==> src/rtl/bids22_ctrl_pkg.sv <==
// Shared types and constants for the bids22 round controller: opcodes, FSM states,
// error codes, descriptor addresses and the fixed configuration step table.
package bids22_ctrl_pkg;

  typedef enum logic [3:0] {
    OP_NOP        = 4'd0,
    OP_UNLOCK     = 4'd1,
    OP_LOCK       = 4'd2,
    OP_LOAD_X     = 4'd3,
    OP_LOAD_Y     = 4'd4,
    OP_LOAD_Z     = 4'd5,
    OP_SET_XMASK  = 4'd6,
    OP_SET_TIMER  = 4'd7,
    OP_BID_CHARGE = 4'd8
  } opcode_e;

  typedef enum logic [2:0] {
    ST_IDLE,
    ST_ISSUE,
    ST_CHECK,
    ST_ROUND,
    ST_FINISH
  } state_e;

  typedef enum logic [1:0] {
    ERR_NONE    = 2'd0,
    ERR_ENGINE  = 2'd1,
    ERR_TIMEOUT = 2'd2,
    ERR_ABORT   = 2'd3
  } err_code_e;

  localparam logic [2:0] ADDR_KEY   = 3'd0;
  localparam logic [2:0] ADDR_XBAL  = 3'd1;
  localparam logic [2:0] ADDR_YBAL  = 3'd2;
  localparam logic [2:0] ADDR_ZBAL  = 3'd3;
  localparam logic [2:0] ADDR_MASK  = 3'd4;
  localparam logic [2:0] ADDR_TIMER = 3'd5;
  localparam logic [2:0] ADDR_COST  = 3'd6;
  localparam logic [2:0] ADDR_RSVD  = 3'd7;

  localparam int         STEP_COUNT = 8;
  localparam logic [2:0] LAST_STEP  = 3'(STEP_COUNT - 1);

  function automatic opcode_e step_op(input logic [2:0] step);
    opcode_e op;
    unique case (step)
      3'd0:    op = OP_UNLOCK;
      3'd1:    op = OP_LOAD_X;
      3'd2:    op = OP_LOAD_Y;
      3'd3:    op = OP_LOAD_Z;
      3'd4:    op = OP_SET_XMASK;
      3'd5:    op = OP_SET_TIMER;
      3'd6:    op = OP_BID_CHARGE;
      default: op = OP_LOCK;
    endcase
    return op;
  endfunction

  // Steps 0..6 read the descriptor slot of the same index; the closing LOCK re-sends the key.
  function automatic logic [2:0] step_addr(input logic [2:0] step);
    return (step == LAST_STEP) ? ADDR_KEY : step;
  endfunction

endpackage

==> src/rtl/bids22_watchdog.sv <==
// Round watchdog: counts while enabled, clears on request, and pulses o_timeout
// on the last allowed cycle so the counter never wraps.
module bids22_watchdog #(
  parameter int TIMEOUT = 1024
) (
  input  logic clk,
  input  logic reset,
  input  logic i_en,
  input  logic i_clr,
  output logic o_timeout
);

  localparam int CW = (TIMEOUT > 1) ? $clog2(TIMEOUT) : 1;

  logic [CW-1:0] r_count;

  // NOTE: sequential state is assigned with <= so every flop samples pre-edge values.
  always_ff @(posedge clk) begin
    if (reset || i_clr) begin
      r_count <= '0;
    end else if (i_en) begin
      r_count <= r_count + 1'b1;
    end
  end

  assign o_timeout = i_en && (r_count == CW'(TIMEOUT - 1));

endmodule

==> src/rtl/bids22_round_ctrl.sv <==
// Host-side sequencer for the bids22 engine: stores a round descriptor, issues the
// fixed checked command sequence on go, runs one watched round and reports done/err.
module bids22_round_ctrl
  import bids22_ctrl_pkg::*;
#(
  parameter int DW      = 32,
  parameter int TIMEOUT = 1024
) (
  input  logic          clk,
  input  logic          reset,
  input  logic          wr_en,
  input  logic [2:0]    wr_addr,
  input  logic [DW-1:0] wr_data,
  input  logic          go,
  input  logic          abort,
  output logic          busy,
  output logic          done,
  output logic          err,
  output logic [1:0]    err_code,
  output logic [3:0]    err_step,
  output logic [3:0]    C_op,
  output logic [DW-1:0] C_data,
  output logic          C_start,
  input  logic          eng_err,
  input  logic          eng_round_done
);

  state_e        r_state, w_state_nxt;
  logic [2:0]    r_step, w_step_nxt;
  logic [DW-1:0] r_desc [8];
  logic [DW-1:0] w_desc_nxt [8];

  logic          w_go_acc;
  logic          w_err_set;
  err_code_e     w_err_code_nxt;
  opcode_e       w_err_step_nxt;
  logic          r_err;
  err_code_e     r_err_code;
  opcode_e       r_err_step;

  opcode_e       w_c_op, r_c_op;
  logic [DW-1:0] w_c_data, r_c_data;
  logic          w_round;
  logic          w_timeout;

  assign w_round  = (r_state == ST_ROUND);
  assign w_go_acc = (r_state == ST_IDLE) && go;

  bids22_watchdog #(.TIMEOUT(TIMEOUT)) u_watchdog (
    .clk      (clk),
    .reset    (reset),
    .i_en     (w_round),
    .i_clr    (!w_round),
    .o_timeout(w_timeout)
  );

  // Descriptor next value is computed here so a write coinciding with go feeds step 0.
  always_comb begin
    w_desc_nxt = r_desc;
    if (wr_en && (r_state == ST_IDLE) && (wr_addr != ADDR_RSVD)) begin
      if (wr_addr == ADDR_MASK) begin
        w_desc_nxt[wr_addr] = {{(DW-3){1'b0}}, wr_data[2:0]};
      end else begin
        w_desc_nxt[wr_addr] = wr_data;
      end
    end
  end

  // NOTE: the descriptor file is reset because a post-reset round must send zeros.
  always_ff @(posedge clk) begin
    if (reset) begin
      for (int i = 0; i < 8; i++) r_desc[i] <= '0;
    end else begin
      r_desc <= w_desc_nxt;
    end
  end

  always_ff @(posedge clk) begin
    if (reset) begin
      r_state <= ST_IDLE;
      r_step  <= '0;
    end else begin
      r_state <= w_state_nxt;
      r_step  <= w_step_nxt;
    end
  end

  // Abort outranks engine error, round done and timeout in every active state.
  always_comb begin
    // NOTE: every comb output gets a default first so no path can infer a latch.
    w_state_nxt    = r_state;
    w_step_nxt     = r_step;
    w_err_set      = 1'b0;
    w_err_code_nxt = ERR_NONE;
    w_err_step_nxt = OP_NOP;
    unique case (r_state)
      ST_IDLE: begin
        if (go) begin
          w_state_nxt = ST_ISSUE;
          w_step_nxt  = '0;
        end
      end
      ST_ISSUE, ST_CHECK: begin
        if (abort) begin
          w_state_nxt    = ST_IDLE;
          w_err_set      = 1'b1;
          w_err_code_nxt = ERR_ABORT;
          w_err_step_nxt = step_op(r_step);
        end else if (r_state == ST_ISSUE) begin
          w_state_nxt = ST_CHECK;
        end else if (eng_err) begin
          w_state_nxt    = ST_IDLE;
          w_err_set      = 1'b1;
          w_err_code_nxt = ERR_ENGINE;
          w_err_step_nxt = step_op(r_step);
        end else if (r_step == LAST_STEP) begin
          w_state_nxt = ST_ROUND;
        end else begin
          w_state_nxt = ST_ISSUE;
          w_step_nxt  = r_step + 3'd1;
        end
      end
      ST_ROUND: begin
        if (abort) begin
          w_state_nxt    = ST_IDLE;
          w_err_set      = 1'b1;
          w_err_code_nxt = ERR_ABORT;
        end else if (eng_round_done) begin
          w_state_nxt = ST_FINISH;
        end else if (w_timeout) begin
          w_state_nxt    = ST_IDLE;
          w_err_set      = 1'b1;
          w_err_code_nxt = ERR_TIMEOUT;
        end
      end
      ST_FINISH: w_state_nxt = ST_IDLE;
      default:   w_state_nxt = ST_IDLE;
    endcase
  end

  // Command port is registered from the next state so it is glitch-free toward the engine.
  always_comb begin
    w_c_op   = OP_NOP;
    w_c_data = '0;
    if (w_state_nxt == ST_ISSUE) begin
      w_c_op   = step_op(w_step_nxt);
      w_c_data = w_desc_nxt[step_addr(w_step_nxt)];
    end
  end

  always_ff @(posedge clk) begin
    if (reset) begin
      r_c_op   <= OP_NOP;
      r_c_data <= '0;
    end else begin
      r_c_op   <= w_c_op;
      r_c_data <= w_c_data;
    end
  end

  always_ff @(posedge clk) begin
    if (reset || w_go_acc) begin
      r_err      <= 1'b0;
      r_err_code <= ERR_NONE;
      r_err_step <= OP_NOP;
    end else if (w_err_set) begin
      r_err      <= 1'b1;
      r_err_code <= w_err_code_nxt;
      r_err_step <= w_err_step_nxt;
    end
  end

  assign busy     = (r_state != ST_IDLE);
  assign done     = (r_state == ST_FINISH);
  assign C_start  = w_round;
  assign C_op     = r_c_op;
  assign C_data   = r_c_data;
  assign err      = r_err;
  assign err_code = r_err_code;
  assign err_step = r_err_step;

endmodule

==> config.mk <==
export PLATFORM = sky130hd
export DESIGN_NAME = bids22_round_ctrl
export DESIGN_NICKNAME = d
export VERILOG_FILES = /design/src/rtl/bids22_ctrl_pkg.sv /design/src/rtl/bids22_watchdog.sv /design/src/rtl/bids22_round_ctrl.sv
export SDC_FILE = /design/constraint.sdc
export NUM_CORES = 1
export LEC_CHECK = 0
export ABC_AREA = 1
export CAP_MARGIN = 0
export CELL_PAD_IN_SITES_DETAIL_PLACEMENT = 1
export CELL_PAD_IN_SITES_GLOBAL_PLACEMENT = 1
export CORE_MARGIN = 5
export CORE_UTILIZATION = 47
export CTS_BUF_LIST = sky130_fd_sc_hd__clkbuf_2
export DETAILED_ROUTE_END_ITERATION = 8
export PLACE_DENSITY = 0.92
export SETUP_SLACK_MARGIN = 0.5
export SLEW_MARGIN = 5
export SYNTH_ARGS = -nofsm -noshare
export SYNTH_HDL_FRONTEND = slang
export SYNTH_SLANG_ARGS = --single-unit
==> constraint.sdc <==
create_clock -name clk -period 5.1 [get_ports clk]
set_input_delay 0.765 -clock clk [delete_from_list [all_inputs] [get_ports clk]]
set_output_delay 0.765 -clock clk [all_outputs]
set_load 0.02 [all_outputs]
Yosys cells after proc, flatten, opt, wreduce, memory -nomap -nowiden --
Index checks and enable logic that the tools add are counted. W data, S select, Z words.
Operators by class: multiplexer cells 45, eq/ne operators 22, reduce and logical (&&, ||, !) cells 14, add/subtract/negate cells 2, bitwise logic cells 3, order comparisons 3
Operators with widths (count):
- $bwmux W256 | 2
- $mux W256 | 2
- $bmux W32 S3 | 1
- $demux W32 S3 | 1
- $mux W32 | 3
- $pmux W4 S7 | 2
- $eq A3 B3 Y1 const B | 10
- $mux W3 | 10
- $eq A3 B2 Y1 const B | 6
- $mux W2 | 8
- $mux W4 | 4
- $eq A3 B1 Y1 const B | 4
- $add A10 B1 Y10 const B | 1
- $eq A10 B10 Y1 const B | 1
- $logic_not A3 Y1 | 3
- $pmux W3 S3 | 1
- $ge A4 B4 Y1 const B | 2
- $mux W1 | 8
- $not A3 Y4 | 2
- $pmux W3 S2 | 1
- $logic_and A1 B1 Y1 | 5
- $lt A4 B1 Y1 const B | 1
- $pmux W2 S2 | 1
- $reduce_or A2 Y1 | 2
- 7 further kinds | 8
Word-level totals: output and inout port bits 46, input port bits 42, flip-flop bits (word level) 315, logic and storage cells 105

Depth between registers and ports, before layout --
Gate-level depths: netlist (run 1).
depth in word-level cells 12, gate-level depth with buffers 17, depth with buffers taken out 15

Cells and area by module --
A second synthesis (run 1) with hierarchy kept.
Unflattened totals: cell total of the unflattened synthesis 2192, area total of the unflattened synthesis 14373.8 µm²
Modules (own cells, without submodules):
- bids22_round_ctrl | instances 1, cells an instance 2126, seq. area each 6105.9 µm², area each 13892.1 µm²
- bids22_watchdog | instances 1, cells an instance 66, seq. area each 200.2 µm², area each 481.7 µm²

Worst setup path before layout (run 1) --
OpenSTA, ideal clock, no wires.
path type input to register, start in wr_addr[0], end reg r_c_data[2] (netlist: C_data[2]), setup slack 2.869 ns, data arrival time 2.119 ns, cell stages on the path 13, buffers on the path 3, required time 4.987 ns, library setup time 0.113 ns, cell sequence buf_2 -> nand3_1 -> nand2_1 -> nor2_8 -> buf_6 -> nand3_2 -> buf_2 -> a21oi_2 -> nand2_1 -> nand3_1 -> nand2_1 -> nor2_1 -> nor2_1
Between the ends: longest elaborated chain between the ends 11, elaborated cells between the ends (all ways) 16, those cells by class order compare: 2; eq/ne: 2; mux: 9; bitwise: 1; reduce/logical: 2
RTL lines:
- start, declared | RTL line bids22_round_ctrl.sv:12 | input logic [2:0] wr_addr,
- $not A3 Y4 (implied by the code) | RTL line bids22_round_ctrl.sv:62, bids22_round_ctrl.sv:64
- $ge A4 B4 Y1 (implied by the code) / $lt A4 B1 Y1 (equally long branches) | RTL line bids22_round_ctrl.sv:62, bids22_round_ctrl.sv:64
- $logic_and A1 B1 Y1 (implied by the code) | RTL line bids22_round_ctrl.sv:62, bids22_round_ctrl.sv:64
- $mux W32 (implied by the code) | RTL line bids22_round_ctrl.sv:62, bids22_round_ctrl.sv:64
- $demux W32 S3 | RTL line bids22_round_ctrl.sv:62, bids22_round_ctrl.sv:64
- $bwmux W256 (on tied branches) | RTL line bids22_round_ctrl.sv:64, bids22_round_ctrl.sv:62
- $mux W256 | RTL line bids22_round_ctrl.sv:61 | if (wr_addr == ADDR_MASK) begin
- $mux W256 (*) | RTL line bids22_round_ctrl.sv:60 | if (wr_en && (r_state == ST_IDLE) && (wr_addr != ADDR_RSVD)) begin
- $bmux W32 S3 (*) | RTL line bids22_round_ctrl.sv:147 | w_c_data = w_desc_nxt[step_addr(w_step_nxt)];
- $mux W32 (implied by the code) (*) (2 in series) | RTL line bids22_round_ctrl.sv:147
- end signal, assigned | RTL line bids22_round_ctrl.sv:157 | r_c_data <= w_c_data;
- end, declared | RTL line bids22_round_ctrl.sv:42 | logic [DW-1:0] w_c_data, r_c_data;
Mark *: on every way between the ends. The rest lies on a longest branch, timed or not. The select of a mux whose other input is x is not followed. A chain may end at the register's enable or synchronous reset.

Final worst setup path (run 1) --
start reg r_state[2], end reg r_c_data[0] (netlist: C_data[0])
Between the ends: longest elaborated chain between the ends 10, elaborated cells between the ends (all ways) 28, those cells by class eq/ne: 5; mux: 15; bitwise: 2; reduce/logical: 6
RTL lines:
- start, declared | RTL line bids22_round_ctrl.sv:28 | state_e r_state, w_state_nxt;
- start signal, assigned | RTL line bids22_round_ctrl.sv:83 | r_state <= w_state_nxt;
- $eq A3 B1 Y1 | RTL line bids22_round_ctrl.sv:96, bids22_round_ctrl.sv:109
- $mux W3 | RTL line bids22_round_ctrl.sv:109 | end else if (r_state == ST_ISSUE) begin
- $mux W3 | RTL line bids22_round_ctrl.sv:104 | if (abort) begin
- $pmux W3 S2 | RTL line bids22_round_ctrl.sv:96 | unique case (r_state)
- $eq A3 B3 Y1 | RTL line bids22_ctrl_pkg.sv:61 | return (step == LAST_STEP) ? ADDR_KEY : step;
- $mux W3 | RTL line bids22_ctrl_pkg.sv:61
- $not A3 Y4 (implied by the code) | RTL line bids22_round_ctrl.sv:147
- $bmux W32 S3 | RTL line bids22_round_ctrl.sv:147
- $mux W32 (implied by the code) (2 in series) | RTL line bids22_round_ctrl.sv:147
Parallel ways exist; a longest one is shown, timed or not. The select of a mux whose other input is x is not followed.

==> results of run 1 <==
-- final timing paths --
| path | from | cells past startpoint | to | slack [ps] |
|---|---|---|---|---|
| setup reg to reg | r_state[2] | 10 | C_data[0] | 1750 |
| setup / recovery | r_state[2] | 10 | C_data[0] | 1750 |
| hold reg to reg | r_desc[21] | 2 | r_desc[21] | 440 |
| hold / removal | reset | 2 | r_desc[124] | 430 |
-- placed cells by master (no fill, tap or decap), drive strengths merged, types with 4 or more instances in the layout --
cell type / count
nand2: 634
nor2: 357
dfxtp: 315
inv: 278
nand3: 268
o21ai: 165
clkbuf: 133
clkdlybuf4s50: 86
nand4: 37
buf: 25
a21oi: 21
clkinv: 9
nor3: 8
ha: 5
xor2: 4
-- power groups by stage --
stage          combinational (mW)  sequential [mW]  clock (mW)
2_1_floorplan               0.246             2.57           0
3_3_place_gp                0.396             2.56           0
3_5_place_dp                0.411             2.56           0
4_1_cts                     0.416             2.51        1.90
5_1_grt                     0.457             2.51        2.04
6_report                    0.421             2.51        1.85
-- worst max-delay path: stages (launching register included) --
cell and delay [ps]:
dfxtp_1 340, inv_2 160, nand3_2 280, nor2_8 590, nand2_2 790, o21ai_0 560, o21ai_0 170, nand2_1 100
nand3_1 80, nand2_1 90, nor2_1 40
-- kinds of logic (layout without fill, tap and decap cells) --
logic type,count (synthesis),count (layout),share of synthesized area [%]
adder cells (fa/ha/maj),5,5,0.429
other,0,1,0
flip-flops,315,315,43.2
AND/OR/NAND/NOR,1310,1310,37.6
buffers and inverters,425,536,11.7
AO/OA/AOI/OAI,192,192,6.80
XOR/XNOR,4,4,0.240
-- state kept, by name, summed over array words and instances (netlist names) --
name / flops
r_step: 3
C_data: 32
u_watchdog.r_count: 10
err_code: 2
r_state: 3
r_desc: 256
err_step: 4
err: 1
C_op: 4
-- cell type report --
type	count	area (um^2)
diodes	1	2.50
flip-flops and latches	315	6310
inverters	281	1060
repair buffers	112	1100
well taps	396	495
fillers	4229	14300
multi-input cells	1511	6600
clock inverters	11	105
clock buffers	132	661
-- per-layer routing --
metal	up-vias	routed length [um]	share of wire (%)
met4	0	1830	3.7
met2	512	25000	50
li1	7096	-	-
met3	139	2880	5.8
met1	7331	20000	40
met5	-	0	0
-- metrics by stage --
stage / cells / hold slack [ps]
2_1_floorplan: 2251 / 410
3_3_place_gp: 2615 / 418
3_5_place_dp: 2615 / 425
4_1_cts: 2758 / 367
5_1_grt: 2759 / 369
6_report: 2759 / 430
==> impl_results.md, run 1 <==
- Combinational Power Share: 8.8%
- Num CTS Buffers: 85
- Postcts setup bufs: 0
- Critical path capture point type: register
- Post-CTS sizing: 0
- Cell taking the most area after synthesis: dfxtp_1
- Syn_area_per_cell: 6.48 um^2
- Min Tclk post-route: 3350 ps
- Critical path data arrival time: 4120 ps
- Cell with the most instances after synthesis: nand2_1
- Die W: 186 um
- Seq cells post-synth: 315
- Share of layout cells above drive strength 1: 8.38%
- Met3 Resource Use GR: 4.76%
- Vias: 15100
- Total number of yosys warnings: 0
- Final Util: 53.4%
- Synth-to-layout area growth: 11.9%
- Prevailing post-synth register cell: dfxtp_1
- Worst-path clk slew: 100 ps
- GRT overflow: 0
- Yosys cell types: 40
- Worst VDD drop: 0.136 mV
- PwrDens: 292 nW/um^2
- Peak Freq: 298 MHz
- Number of synthesized flops with an enable pin: 0
- Final setup violation count: 0
- Net Switching: 1.40 mW
- DR iter-0 viols: 1092
- Worst Setup Path Type: register to register
- Post-synth ARST share: 0%
- Seq/Total Area, Yosys: 43.2%
- Vias in the first global route: 16100
- Met2 Usage GRT: 52.0%
- Largest cells by area after synthesis: dfxtp_1 (43%), nand2_1 (16%), nor2_1 (9.1%), nand3_1 (9.0%), inv_1 (7.0%)
- Routed length per placed instance: 18.0 um
- Internal cell power: 3.38 mW
- Post-Route WL: 49.7 mm
- Fin area: 16300 um^2
- Clock Skew: 86.1 ps
- Flop pwr share: 52.5%
- Total negative slack: 0 ps
- Worst skew pair latency: 920 ps
- # port buffers: 87
- Drc violations: 0
- Core region area: 30600 um^2
- Crit path max fanout: 36
- Clock sink count: 315
- Max-slew headroom: 28.8%
- Setup ws final: 1750 ps
- Drt first pass iters: 5
- Largest net degree at the start of global routing: 176
- Root Buffer: clkbuf_2
- Global-route layer with the greatest usage: met2
- GR met1 Demand/Resource: 32.9%
- Worst slew pin tran: 1060 ps
- Die H: 186 um
- Synthesized net count: 2298
- Tot Pwr: 4.78 mW
- Ports: 88
- Min-delay worst type: primary input to register
- Synth cell count leaders: nand2_1 (624), nor2_1 (355), dfxtp_1 (315), inv_1 (274), nand3_1 (262)
- Die area: 34700 um^2
- Sw Ratio: 29.2%
- Rows: 64
- GPL Wtd Cong: 0.790
- Fin nets: 2353
- Final Max Tran Viols: 0
- Worst endpoint required time: 5870 ps
- Crit share post-route: 65.7%
- Status: finished, final reports clean
- Initial antenna violation count: 1
- Post-synth top area share: 43.2%
- # hold bufs at CTS: 0
- H-tree lvl count: 3
- Wire length of the first global-routing pass: 80.6 mm
- Clk pwr share: 38.7%
- Post-Synthesis Cell Area: 14600 um^2
- Max_cap viols: 0
- Final ANT Viol Nets: 0
- HPWL after DPL: 28.4 mm
- Clk buf depth: 3
- Vias/cell: 5.47
- Static Leak: 7.88 nW
- CTS tree: done
- Post-Synthesis Cells: 2251
- RSZ-0062 raised after global routing: no
- Placed inst area: 15600 um^2
- Pre-CTS setup slack: 1060 ps
- Worst Setup Start Kind: register
- Starting Density: 47.7%
- Final Hold Fails: 0
- Gr usage total: 28.6%
Power figures use the tool's default switching activity.
==> inputs of run 2 (changes only) <==
--- a/config.mk
+++ b/config.mk
@@ -10,10 +10,10 @@
 export CELL_PAD_IN_SITES_DETAIL_PLACEMENT = 1
 export CELL_PAD_IN_SITES_GLOBAL_PLACEMENT = 1
 export CORE_MARGIN = 5
-export CORE_UTILIZATION = 47
+export CORE_UTILIZATION = 44
 export CTS_BUF_LIST = sky130_fd_sc_hd__clkbuf_2
 export DETAILED_ROUTE_END_ITERATION = 8
-export PLACE_DENSITY = 0.92
+export PLACE_DENSITY = 0.87
 export SETUP_SLACK_MARGIN = 0.5
 export SLEW_MARGIN = 5
 export SYNTH_ARGS = -nofsm -noshare
==> constraint.sdc (replaced) <==
create_clock -name clk -period 3.4 [get_ports clk]
set_input_delay 0.51 -clock clk [delete_from_list [all_inputs] [get_ports clk]]
set_output_delay 0.51 -clock clk [all_outputs]
set_load 0.02 [all_outputs]
==> run 2 against run 1 <==
Net effect:
- non-clock buffer count increased by 20
- global-route usage decreased by 2.3 points
- critical endpoint is now C_start
- die area increased by 6.4%
- combinational power increased by 53%
- setup slack got worse by 1100 ps
- highest routed layer unchanged
- design area increased by 2.1%
- via count decreased by 1.1%
==> impl_results.md, run 2 (synthesis gave the netlist of run 1 again) <==
- Starting Density: 44.7% (was 47.7%)
- Worst Setup Start Kind: register (unchanged)
- Largest net degree at the start of global routing: 154 (was 176)
- Clk buf depth: 3 (unchanged)
- HPWL after DPL: 29.3 mm (was 28.4 mm)
- Gr usage total: 26.3% (was 28.6%)
- Worst slew pin tran: 798 ps (was 1060 ps)
- Vias/cell: 5.25 (was 5.47)
- Crit share post-route: 80.0%
- Die H: 192 um (was 186 um)
- CTS tree: done (unchanged)
- Final Util: 51.1% (was 53.4%)
- Critical path capture point type: output port (was register)
- Status: finished, final reports clean (unchanged)
- Drt first pass iters: 7 (was 5)
- Rows: 66 (was 64)
- Commonest non-fill, non-tap cell in the layout: nand2_1 (unchanged)
- GRT overflow: 0 (unchanged)
- RSZ-0062 raised after global routing: yes (was no)
- Min-delay src: eng_round_done (was reset)
- Share of layout cells above drive strength 1: 9.39% (was 8.38%)
- GPL Wtd Cong: 0.805 (was 0.790)
- Worst R2R Start: u_watchdog.r_count[0] (was r_state[2])
- Crit path max fanout: 5 (was 36)
- Commonest non-fill, non-tap cells in the layout: nand2_1 (623), nor2_1 (355), dfxtp_1 (314) (was nand2_1 (623), nor2_1 (355), dfxtp_1 (315))
- Max reg flops: 256 (unchanged)
- Static Leak: 8.08 nW (was 7.88 nW)
- Min Tclk post-route: 2720 ps
- Drc violations: 0 (unchanged)
- Final Hold Fails: 0 (unchanged)
- R2r endpoint: C_data[31] (was C_data[0])
- Die W: 192 um (was 186 um)
- Routed length per placed instance: 17.2 um (was 18.0 um)
- H-tree lvl count: 3 (unchanged)
- Clock sink count: 315 (unchanged)
- Peak Freq: 368 MHz
- Vias: 14900 (was 15100)
- DR iter-0 viols: 1031 (was 1092)
- Max_cap viols: 0 (unchanged)
- Reg2Reg Depth: 10 (unchanged)
- Vias in the first global route: 15600 (was 16100)
- Wire length of the first global-routing pass: 78.7 mm (was 80.6 mm)
- PwrDens: 431 nW/um^2 (was 292 nW/um^2)
- Post-Route WL: 48.8 mm (was 49.7 mm)
- Initial antenna violation count: 2 (was 1)
- Num CTS Buffers: 86 (was 85)
- Critical path data arrival time: 2210 ps (was 4120 ps)
- Worst skew pair latency: 920 ps (about the same)
- Max-slew headroom: 46.8% (was 28.8%)
- Die area: 36900 um^2 (was 34700 um^2)
- Final Max Tran Viols: 0 (unchanged)
- Ports: 88 (unchanged)
- # port buffers: 87 (unchanged)
- Final setup violation count: 0 (unchanged)
- Postcts setup bufs: 0 (unchanged)
- Final ANT Viol Nets: 0 (unchanged)
- Hold Crit Endpoint: r_state[2] (was r_desc[124])
- Worst-path clk slew: 100 ps (about the same)
- Largest Register: r_desc (unchanged)
- Worst VDD drop: 0.203 mV (was 0.136 mV)
- WHS: 194 ps (was 430 ps)
- Synth-to-layout area growth: 14.2% (was 11.9%)
- Clock Skew: 57.6 ps (was 86.1 ps)
- Core region area: 32600 um^2 (was 30600 um^2)
- Min-Delay Path Depth: 3 (was 2)
- Worst Setup Path Type: register to output port (was register to register)
- Worst endpoint required time: 2890 ps (was 5870 ps)
- Root Buffer: clkbuf_2 (unchanged)
- R2R Setup Slk: 770 ps (was 1750 ps)
- Min-delay worst type: primary input to register (unchanged)
- Total negative slack: 0 ps (unchanged)
- Fin nets: 2374 (was 2353)
==> run 2: cell types whose count changed in the layout (fill, tap and decap cells not counted), moves of 2 or more <==
cell             delta
clkbuf_2            +7
clkinvlp_4          -3
buf_12              +8
inv_2               +2
clkinv_2            +2
clkdlybuf4s50_1     -3
dlygate4sd2_1       +3
clkinv_1            +6
buf_4              +10
==> run 2: layer usage <==
| layer | global-route usage [%] | wire length, um |
|---|---|---|
| met3 | 4.80 | 2790 |
| met1 | 31.6 | 20600 |
| met4 | 10.1 | 1270 |
| met2 | 46.6 | 24100 |
| met5 | 0 | 0 |
==> run 2: where the power goes <==
part / switching [mW] / leakage [nW] / internal, mW
clock: 1.64 / 0.628 / 1.14
combinational: 0.456 / 4.91 / 0.186
sequential: 0.0197 / 2.54 / 3.74
==> run 2: repair_timing <==
item / CTS / global route
resized for setup: 3 / 2
setup endpoints to repair: 3 / 11
pin swaps: 0 / 0
hold buffers: 1 / 0
hold endpoints to repair: 39 / 0
==> run 2: worst max path at each step <==
stage	startpoint	end	slack [ps]
2_1_floorplan	wr_addr[0]	C_data[2]	1420
3_3_place_gp	wr_addr[0]	C_data[31]	360
3_5_place_dp	wr_addr[1]	C_data[25]	250
4_1_cts	r_state[0]	C_start	490
5_1_grt	r_state[0]	C_start	480
6_report	r_state[0]	C_start	680
==> run 2: critical path: stages, from the launching register on <==
cell and delay, ps:
dfxtp_2 400, inv_2 90, nor2_1 140, nand2_1 160
inv_1 150, dlygate4sd2_1 350
==> run 2: stage by stage <==
stage / total power, mW / cell area (um^2) / worst slack (ps) / std cells
floorplan: 4.22 / 14600 / 1420 / 2251
global placement: 4.45 / 15900 / 360 / 2680
detailed placement: 4.48 / 15900 / 246 / 2680
CTS: 7.28 / 16700 / 486 / 2838
global route: 7.56 / 16700 / 477 / 2840
finish: 7.19 / 16700 / 680 / 2840
==> run 2: final cells by class <==
class	instances	area (um^2)
Antenna cell	2	5.00
Clock buffer	139	696
Clock inverter	18	96.3
Fill cell	4447	16000
Inverter	281	1060
Multi-Input combinational cell	1511	6600
Sequential cell	315	6310
Tap cell	442	553
Timing Repair Buffer	132	1350
